### src/rtl/riscv_inst_decode_queue.sv
// Streaming RV32/64 decoder: classifies, extracts fields, sign-extends
// immediates and queues results in a small FIFO with saturating stats.
module riscv_inst_decode_queue #(
  parameter int XLEN  = 32,
  parameter int DEPTH = 4,
  parameter int CNT_W = 16
) (
  input  logic             clk,
  input  logic             rst_n,
  input  logic             flush,
  input  logic             in_valid,
  output logic             in_ready,
  input  logic [31:0]      in_inst,
  input  logic [XLEN-1:0]  in_pc,
  output logic             out_valid,
  input  logic             out_ready,
  output logic [2:0]       out_type,
  output logic [4:0]       out_rd,
  output logic [4:0]       out_rs1,
  output logic [4:0]       out_rs2,
  output logic [2:0]       out_funct3,
  output logic [6:0]       out_funct7,
  output logic [XLEN-1:0]  out_imm,
  output logic [XLEN-1:0]  out_pc,
  output logic             out_illegal,
  output logic [CNT_W-1:0] cnt_decoded,
  output logic [CNT_W-1:0] cnt_illegal
);

  localparam int AW = (DEPTH > 1) ? $clog2(DEPTH) : 1;

  localparam logic [2:0] T_R   = 3'd0;
  localparam logic [2:0] T_I   = 3'd1;
  localparam logic [2:0] T_S   = 3'd2;
  localparam logic [2:0] T_B   = 3'd3;
  localparam logic [2:0] T_U   = 3'd4;
  localparam logic [2:0] T_J   = 3'd5;
  localparam logic [2:0] T_C0  = 3'd6;
  localparam logic [2:0] T_ILL = 3'd7;

  typedef struct packed {
    logic [2:0]      typ;
    logic [31:0]     inst;
    logic [XLEN-1:0] imm;
    logic [XLEN-1:0] pc;
  } entry_t;

  entry_t        mem [DEPTH];
  entry_t        dec;
  entry_t        head;
  logic [AW-1:0] wptr;
  logic [AW-1:0] rptr;
  logic [AW:0]   count;
  logic          full;
  logic          push;
  logic          pop;
  logic          bad;
  logic [2:0]    typ;
  logic [6:0]    opc;
  logic [2:0]    f3;
  logic [6:0]    f7;

  assign opc = in_inst[6:0];
  assign f3  = in_inst[14:12];
  assign f7  = in_inst[31:25];

  always_comb begin
    typ = T_ILL;
    bad = 1'b0;
    unique case (opc)
      7'b0110011: begin
        typ = T_R;
        bad = !(f7 == 7'h00 || f7 == 7'h20)
           || (f7 == 7'h20 && !(f3 == 3'b000 || f3 == 3'b101));
      end
      7'b0010011: begin
        typ = T_I;
        bad = (f3 == 3'b001 && f7 != 7'h00)
           || (f3 == 3'b101 && f7 != 7'h00 && f7 != 7'h20);
      end
      7'b0100011: begin
        typ = T_S;
        bad = f3 > 3'b010;
      end
      7'b1100011: begin
        typ = T_B;
        bad = f3 == 3'b010 || f3 == 3'b011;
      end
      7'b0010111: typ = T_U;
      7'b1101111: typ = T_J;
      7'b0001011: begin
        typ = T_C0;
        bad = f3 != 3'b000;
      end
      default: bad = 1'b1;
    endcase
    if (bad) typ = T_ILL;
  end

  always_comb begin
    dec      = '0;
    dec.typ  = typ;
    dec.inst = in_inst;
    dec.pc   = in_pc;
    unique case (typ)
      T_I: dec.imm = XLEN'($signed(in_inst[31:20]));
      T_S: dec.imm = XLEN'($signed({in_inst[31:25], in_inst[11:7]}));
      T_B: dec.imm = XLEN'($signed({in_inst[31], in_inst[7],
                                    in_inst[30:25], in_inst[11:8],
                                    1'b0}));
      T_U: dec.imm = XLEN'($signed({in_inst[31:12], 12'h000}));
      T_J: dec.imm = XLEN'($signed({in_inst[31], in_inst[19:12],
                                    in_inst[20], in_inst[30:21],
                                    1'b0}));
      default: dec.imm = '0;
    endcase
  end

  assign full      = count == (AW+1)'(DEPTH);
  assign out_valid = count != '0;
  assign in_ready  = !flush && (!full || (out_valid && out_ready));
  assign push      = in_valid && in_ready;
  // flush wins over a simultaneous pop
  assign pop       = out_valid && out_ready && !flush;

  always_ff @(posedge clk) begin
    if (push) mem[wptr] <= dec;
  end

  always_ff @(posedge clk) begin
    if (!rst_n) begin
      wptr        <= '0;
      rptr        <= '0;
      count       <= '0;
      cnt_decoded <= '0;
      cnt_illegal <= '0;
    end else begin
      if (flush) begin
        wptr  <= '0;
        rptr  <= '0;
        count <= '0;
      end else begin
        if (push) wptr <= wptr + 1'b1;
        if (pop)  rptr <= rptr + 1'b1;
        if (push && !pop) count <= count + 1'b1;
        if (pop && !push) count <= count - 1'b1;
      end
      if (push && cnt_decoded != '1)
        cnt_decoded <= cnt_decoded + CNT_W'(1);
      if (push && typ == T_ILL && cnt_illegal != '1)
        cnt_illegal <= cnt_illegal + CNT_W'(1);
    end
  end

  // empty queue presents all-zero data so reset leaves outputs at 0
  assign head        = out_valid ? mem[rptr] : '0;
  assign out_type    = head.typ;
  assign out_rd      = head.inst[11:7];
  assign out_rs1     = head.inst[19:15];
  assign out_rs2     = head.inst[24:20];
  assign out_funct3  = head.inst[14:12];
  assign out_funct7  = head.inst[31:25];
  assign out_imm     = head.imm;
  assign out_pc      = head.pc;
  assign out_illegal = out_valid && head.typ == T_ILL;

endmodule

### config.mk
export PLATFORM = sky130hd
export DESIGN_NAME = riscv_inst_decode_queue
export DESIGN_NICKNAME = d
export VERILOG_FILES = /design/src/rtl/riscv_inst_decode_queue.sv
export SDC_FILE = /design/constraint.sdc
export NUM_CORES = 1
export LEC_CHECK = 0
export ABC_AREA = 1
export CORE_AREA = 2 2 179 181
export CTS_CLUSTER_DIAMETER = 150
export DETAILED_ROUTE_END_ITERATION = 10
export DIE_AREA = 0 0 181 183
export GPL_TIMING_DRIVEN = 0
export MAX_ROUTING_LAYER = met4
export PLACE_DENSITY = 0.79
export SLEW_MARGIN = 10
export SYNTH_ARGS = -nofsm -noshare
export SYNTH_HDL_FRONTEND = slang
export SYNTH_SLANG_ARGS = --single-unit
### constraint.sdc
create_clock -name clk -period 8.22 [get_ports clk]
set_input_delay 2.466 -clock clk [delete_from_list [all_inputs] [get_ports clk]]
set_output_delay 2.466 -clock clk [all_outputs]
set_load 0.05 [all_outputs]
# == Yosys cells after proc, flatten, opt, wreduce, memory -nomap -nowiden ==
# Memories as Yosys holds them, arrays and structs flattened. A register that Yosys moved wholly into a read port is not among the register bits.
# Index checks and enable logic that the tools add are counted.
# word_totals
input_bits,69
reg_bits,39
output_inout_bits,127
mem_count,1
elab_cells,82
ram_bits,396
# classes
order_cmp,1
reduce_logical,34
bitwise_logic,1
n_mux,11
add_sub_neg,6
n_eq_ne,23
# mem_list
name,depth,width,rd,rd_clocked_by_memory_dff,write_ports,line_no,rtl
mem,4,99,1,1,1,48,entry_t mem [DEPTH];
# ops
operator,n
one-hot mux 32 bit (5 select lines),1
two-way mux 99 bit,1
"adder 16 x 1 -> 16 bit, second input constant",2
"!= test 16 bit, second input constant",2
"equality test 7 x 6 -> 1 bit, second input constant",3
one-hot mux 3 bit (7 select lines),1
"equality test 3 bit, second input constant",6
"equality test 7 x 5 -> 1 bit, second input constant",2
"equality test 7 bit, second input constant",2
logical AND 1 bit,14
"equality test 3 x 2 -> 1 bit, second input constant",4
two-way mux 3 bit,3
"equality test 7 x 4 -> 1 bit, second input constant",1
logical NOT 7 bit,1
"!= test 7 x 6 -> 1 bit, second input constant",1
nonzero test 7 bit,1
"equality test 3 x 1 -> 1 bit, second input constant",2
logical NOT 1 bit,6
logical OR 1 bit,6
one-hot mux 1 bit (6 select lines),1
nonzero test 3 bit,2
"adder 2 x 1 -> 2 bit, second input constant",2
two-way mux 2 bit,2
OR reduction 2 bit,2
7 further kinds,8

# == Longest topological paths before layout ==
# depth
word_depth,10
ltp_mapped,14
depth_no_buf,14

# == Worst setup path before layout ==
# No wires, ideal clock.
# synth_path
path_type,input port to flip-flop
start,input port out_ready
end,"memory mem[0][0] (netlist bit), enable pin"
setup_slack_ps,40
required_ps,7677
path_buffers,0
arrival_ps,7636
setup_ps,543
path_stages,5
cell_sequence,inv_1 a31oi_1 and2_1 inv_2 nor2_1
# synth_via
elab_chain_cells,6
# synth_rtl
element,line_no,rtl
start: declaration,16,"input logic out_ready,"
logical AND 1 bit,121,assign in_ready = !flush && (!full || (out_valid && out_ready));
logical OR 1 bit,121,
logical AND 1 bit,121,
net in_ready,12,"output logic in_ready,"
logical AND 1 bit,122,assign push = in_valid && in_ready;
two-way mux 1 bit,127,if (push) mem[wptr] <= dec;
two-way mux 1 bit (implied by the code),127,
end: declaration,48,
# The timed path passes the listed nets, and every way through them passes these cells.

# == Worst setup path in the final report ==
# layout_path
start,input port out_ready
end,output port in_ready
# layout_via
elab_chain_cells,3
# layout_rtl
element,line_no
logical AND 1 bit,121
logical OR 1 bit,121
logical AND 1 bit,121
end: declaration,12
# No other way between the ends.

==> flow_metrics.py <==
metrics = {
    "global_routing": {
        "grt_overflow": 0,
        "grt_max_degree": 27,
        "grt.total_usage_pct": 27.7,
        "grt_pass1_wl_mm": 68.5,
        "grt_pass1_vias": 12500,
        "antenna_found_initial": 0,
    },
    "die": {
        "dieArea_mm2": 0.0331,
        "row_count": 65,
        "design.core.area_mm2": 0.0312,
        "dieHeight_um": 183,
        "ioPinCount": 196,
        "fp.dieW_um": 181,
        "initial_core_util_pct": 55.0,
    },
    "hold_path": {
        "hold_class": "reg2reg",
        "worstHoldStart": "rptr[1]",
    },
    "detailed_routing": {
        "wl_met1_mm": 17.7,
        "drt-vias-per-instance": 5.65,
        "drc_errors": 0,
        "routed-wl-met2_mm": 22.2,
        "routed.top_layer": "met4",
        "post_drt_wl_per_cell_um": 19.8,
        "drt_iter0_drc": 1259,
        "drt_pre_antenna_iters": 5,
        "drtAntennaViolNets": 0,
        "routed_wl_mm": 44.5,
        "vias": 12700,
        "wl_met3_mm": 3.64,
    },
    "clocking": {
        "post_cts_resize_count": 0,
        "cts_tree": "built",
        "numCtsBuffers": 42,
        "path_clk_slew_ps": 60,
        "cts_max_level": 2,
        "ctsLongestPathBuffers": 3,
        "cts_setup_buffers": 0,
        "cts_hold_buf": 0,
        "worst_skew_pair.late_latency_ps": 530,
        "clock-sinks": 409,
        "clockRootBuffer": "clkbuf_16",
    },
    "synthesis": {
        "synth-edff-count": 368,
        "ys_ff_latch": 409,
        "synth_cells": 1568,
        "yosys-top-cells-area": "edfxtp_1 64%, nor2_1 9.1%, o21ai_0 5.5%",
        "yosysTopAreaCellShare_pct": 64.3,
        "yosysUniqueCellTypes": 38,
        "synthArstFlopShare_pct": 0,
        "synth_common_cells": "418 x nor2_1, 368 x edfxtp_1, 190 x o21ai_0, 129 x a21oi_1, 122 x nand2_1",
        "seq_area_frac_synth_pct": 69.1,
        "synth_top_flop_cell": "edfxtp_1",
        "yosys_warnings": 0,
        "syn-cell-area_mm2": 0.0172,
        "yosysTopAreaCell": "edfxtp_1",
        "yosys.cell_count.top_type": "nor2_1",
        "syn_nets": 1645,
        "avgSynthCellArea_um2": 11.0,
    },
    "layout": {
        "final.fill_count": 2289,
        "multi_input_area_mm2": 0.00476,
        "area_growth_syn_to_layout_pct": 23.2,
        "layout.cells.non_filler": 2251,
        "regArea_mm2": 0.0119,
        "antenna_cells": 0,
        "finalNetCount": 1896,
        "post_route_cells_drive_above_1_share_pct": 6.27,
    },
    "sta": {
        "slew_headroom_pct": 40.9,
        "period_share_pct": 80.2,
        "finalHoldViolations": 0,
        "period_minus_slack_ps": 6590,
        "worst_pin_slew_ps": 886,
        "setup_viol": 0,
        "fin_worst_skew_ps": 9.32,
        "rsz0062_at_grt": "no",
        "finalMaxSlewViolations": 0,
        "timing.fmax_ghz": 0.152,
    },
    "worst_setup_path": {
        "startpoint": "out_ready",
        "max_stage_delay_ps": 860,
        "slowest_stage": "clkdlybuf4s50_1",
        "worst_path_most_repeated_cell": "clkdlybuf4s50_1",
        "start_kind": "primary input",
        "path_class": "in2out",
        "critPathArrivalTime_ps": 4130,
        "path_cells": "clkdlybuf4s50_1 -> inv_1 -> a31oi_1 -> clkdlybuf4s50_1",
        "required_ps": 5750,
        "rr_startpoint": "count[0]",
        "critPathCaptureType": "output port",
        "cp_max_fo": 2,
    },
    "power_and_ir_drop": {
        "power.switching_w": 0.000990,
        "peakVddDrop_mv": 0.143,
        "powerDensity_mw_per_mm2": 206,
        "power.internal_w": 0.00338,
        "power.clock.fraction_pct": 39.7,
        "switching_share_pct": 22.6,
        "combPwrFrac_pct": 7.7,
        "fin_total_pwr_w": 0.00437,
        "p_seq_share_pct": 52.6,
        "p_leak_nw": 7.37,
    },
    "run": {
        "max-cap-violations": 0,
    },
    "run_status": {
        "status": "finished, final reports clean",
    },
    "placed_design": {
        "routabilityCongestion": 0.904,
        "place_inst": 2177,
        "numPortBuffers": 194,
        "dp.final_hpwl_mm": 29.0,
    },
}
==> critical path, delay by kind of cell <==
family / cells / cell delay [ps]
compound gates: 1 / 260
buf+inv: 3 / 1400
==> kinds of logic (layout without fill, tap and decap cells) <==
family	Yosys count	in the layout	synth area share [%]
AND/OR/NAND/NOR	650	650	16.1
flip-flops	409	409	69.1
AO/OA/AOI/OAI	335	335	9.89
buffers and inverters	147	428	3.39
XOR/XNOR	19	19	0.968
adder cells (fa/ha/maj)	8	8	0.626
==> cells in the final DEF, fill, tap and decap left out, drive strengths merged <==
master,Yosys,layout
nor2,426,426
edfxtp,368,368
o21ai,202,202
clkdlybuf4s50,0,194
a21oi,129,129
nand2,126,126
clkbuf,66,118
nand3,70,70
inv,63,64
dfxtp,41,41
buf,18,31
clkinv,0,19
xor2,11,11
nand4,10,10
nor3,9,9
xnor2,8,8
ha,7,7
nand3b,3,3
nor3b,2,2
nor4,2,2
a221oi,1,1
a32o,1,1
o22ai,1,1
nor4b,1,1
a31oi,1,1
and2,1,1
fa,1,1
clkinvlp,0,1
bufinv,0,1
==> power by group through the flow <==
stage	sequential [W]	clock, W	combinational (W)
after floorplan	0.00235	0	0.000177
after global placement	0.00235	0	0.000320
after detailed placement	0.00234	0	0.000333
after CTS	0.00230	0.00175	0.000335
after global routing	0.00230	0.00183	0.000357
final	0.00230	0.00174	0.000336
==> flip-flops by register name (all words and copies together) (netlist names), named ones only <==
name         flops
wptr             2
cnt_illegal     16
mem            368
count            3
rptr             2
cnt_decoded     16
==> layout make-up <==
class | instances | area share (%)
flip-flops and latches | 409 | 56.1
multi-input cells | 1012 | 22.5
repair buffers | 207 | 10.5
inverters | 63 | 1.12
well taps | 402 | 2.38
clock inverters | 22 | 0.603
clock buffers | 52 | 5.24
plain buffers | 84 | 1.63
==> final timing paths <==
check	slack, ps	endpoint	depth (start not counted)
setup / recovery	1630	in_ready	4
hold / removal	490	rptr[1]	2
setup reg to reg	5570	mem[1][48]	7
hold reg to reg	490	rptr[1]	2
==> metrics by stage <==
step	util [%]	setup slack (ps)	setup TNS, ps	hold slack [ps]	cell area [um^2]
5_1_grt	67.8	1600	0	505	21200
4_1_cts	67.8	1610	0	483	21200
2_1_floorplan	-	40.1	0	436	17200
6_report	67.8	1630	0	485	21200
3_5_place_dp	63.8	1610	0	467	19900
3_3_place_gp	62.9	-2750	-962940	451	19600
==> layer usage <==
metal	GRT usage, %	up-vias
met3	3.47	83
met2	46.0	620
met4	8.26	0
met1	36.1	6049
li1	-	5957
met5	-	-
Note: power is estimated with default switching activity, not from simulation.
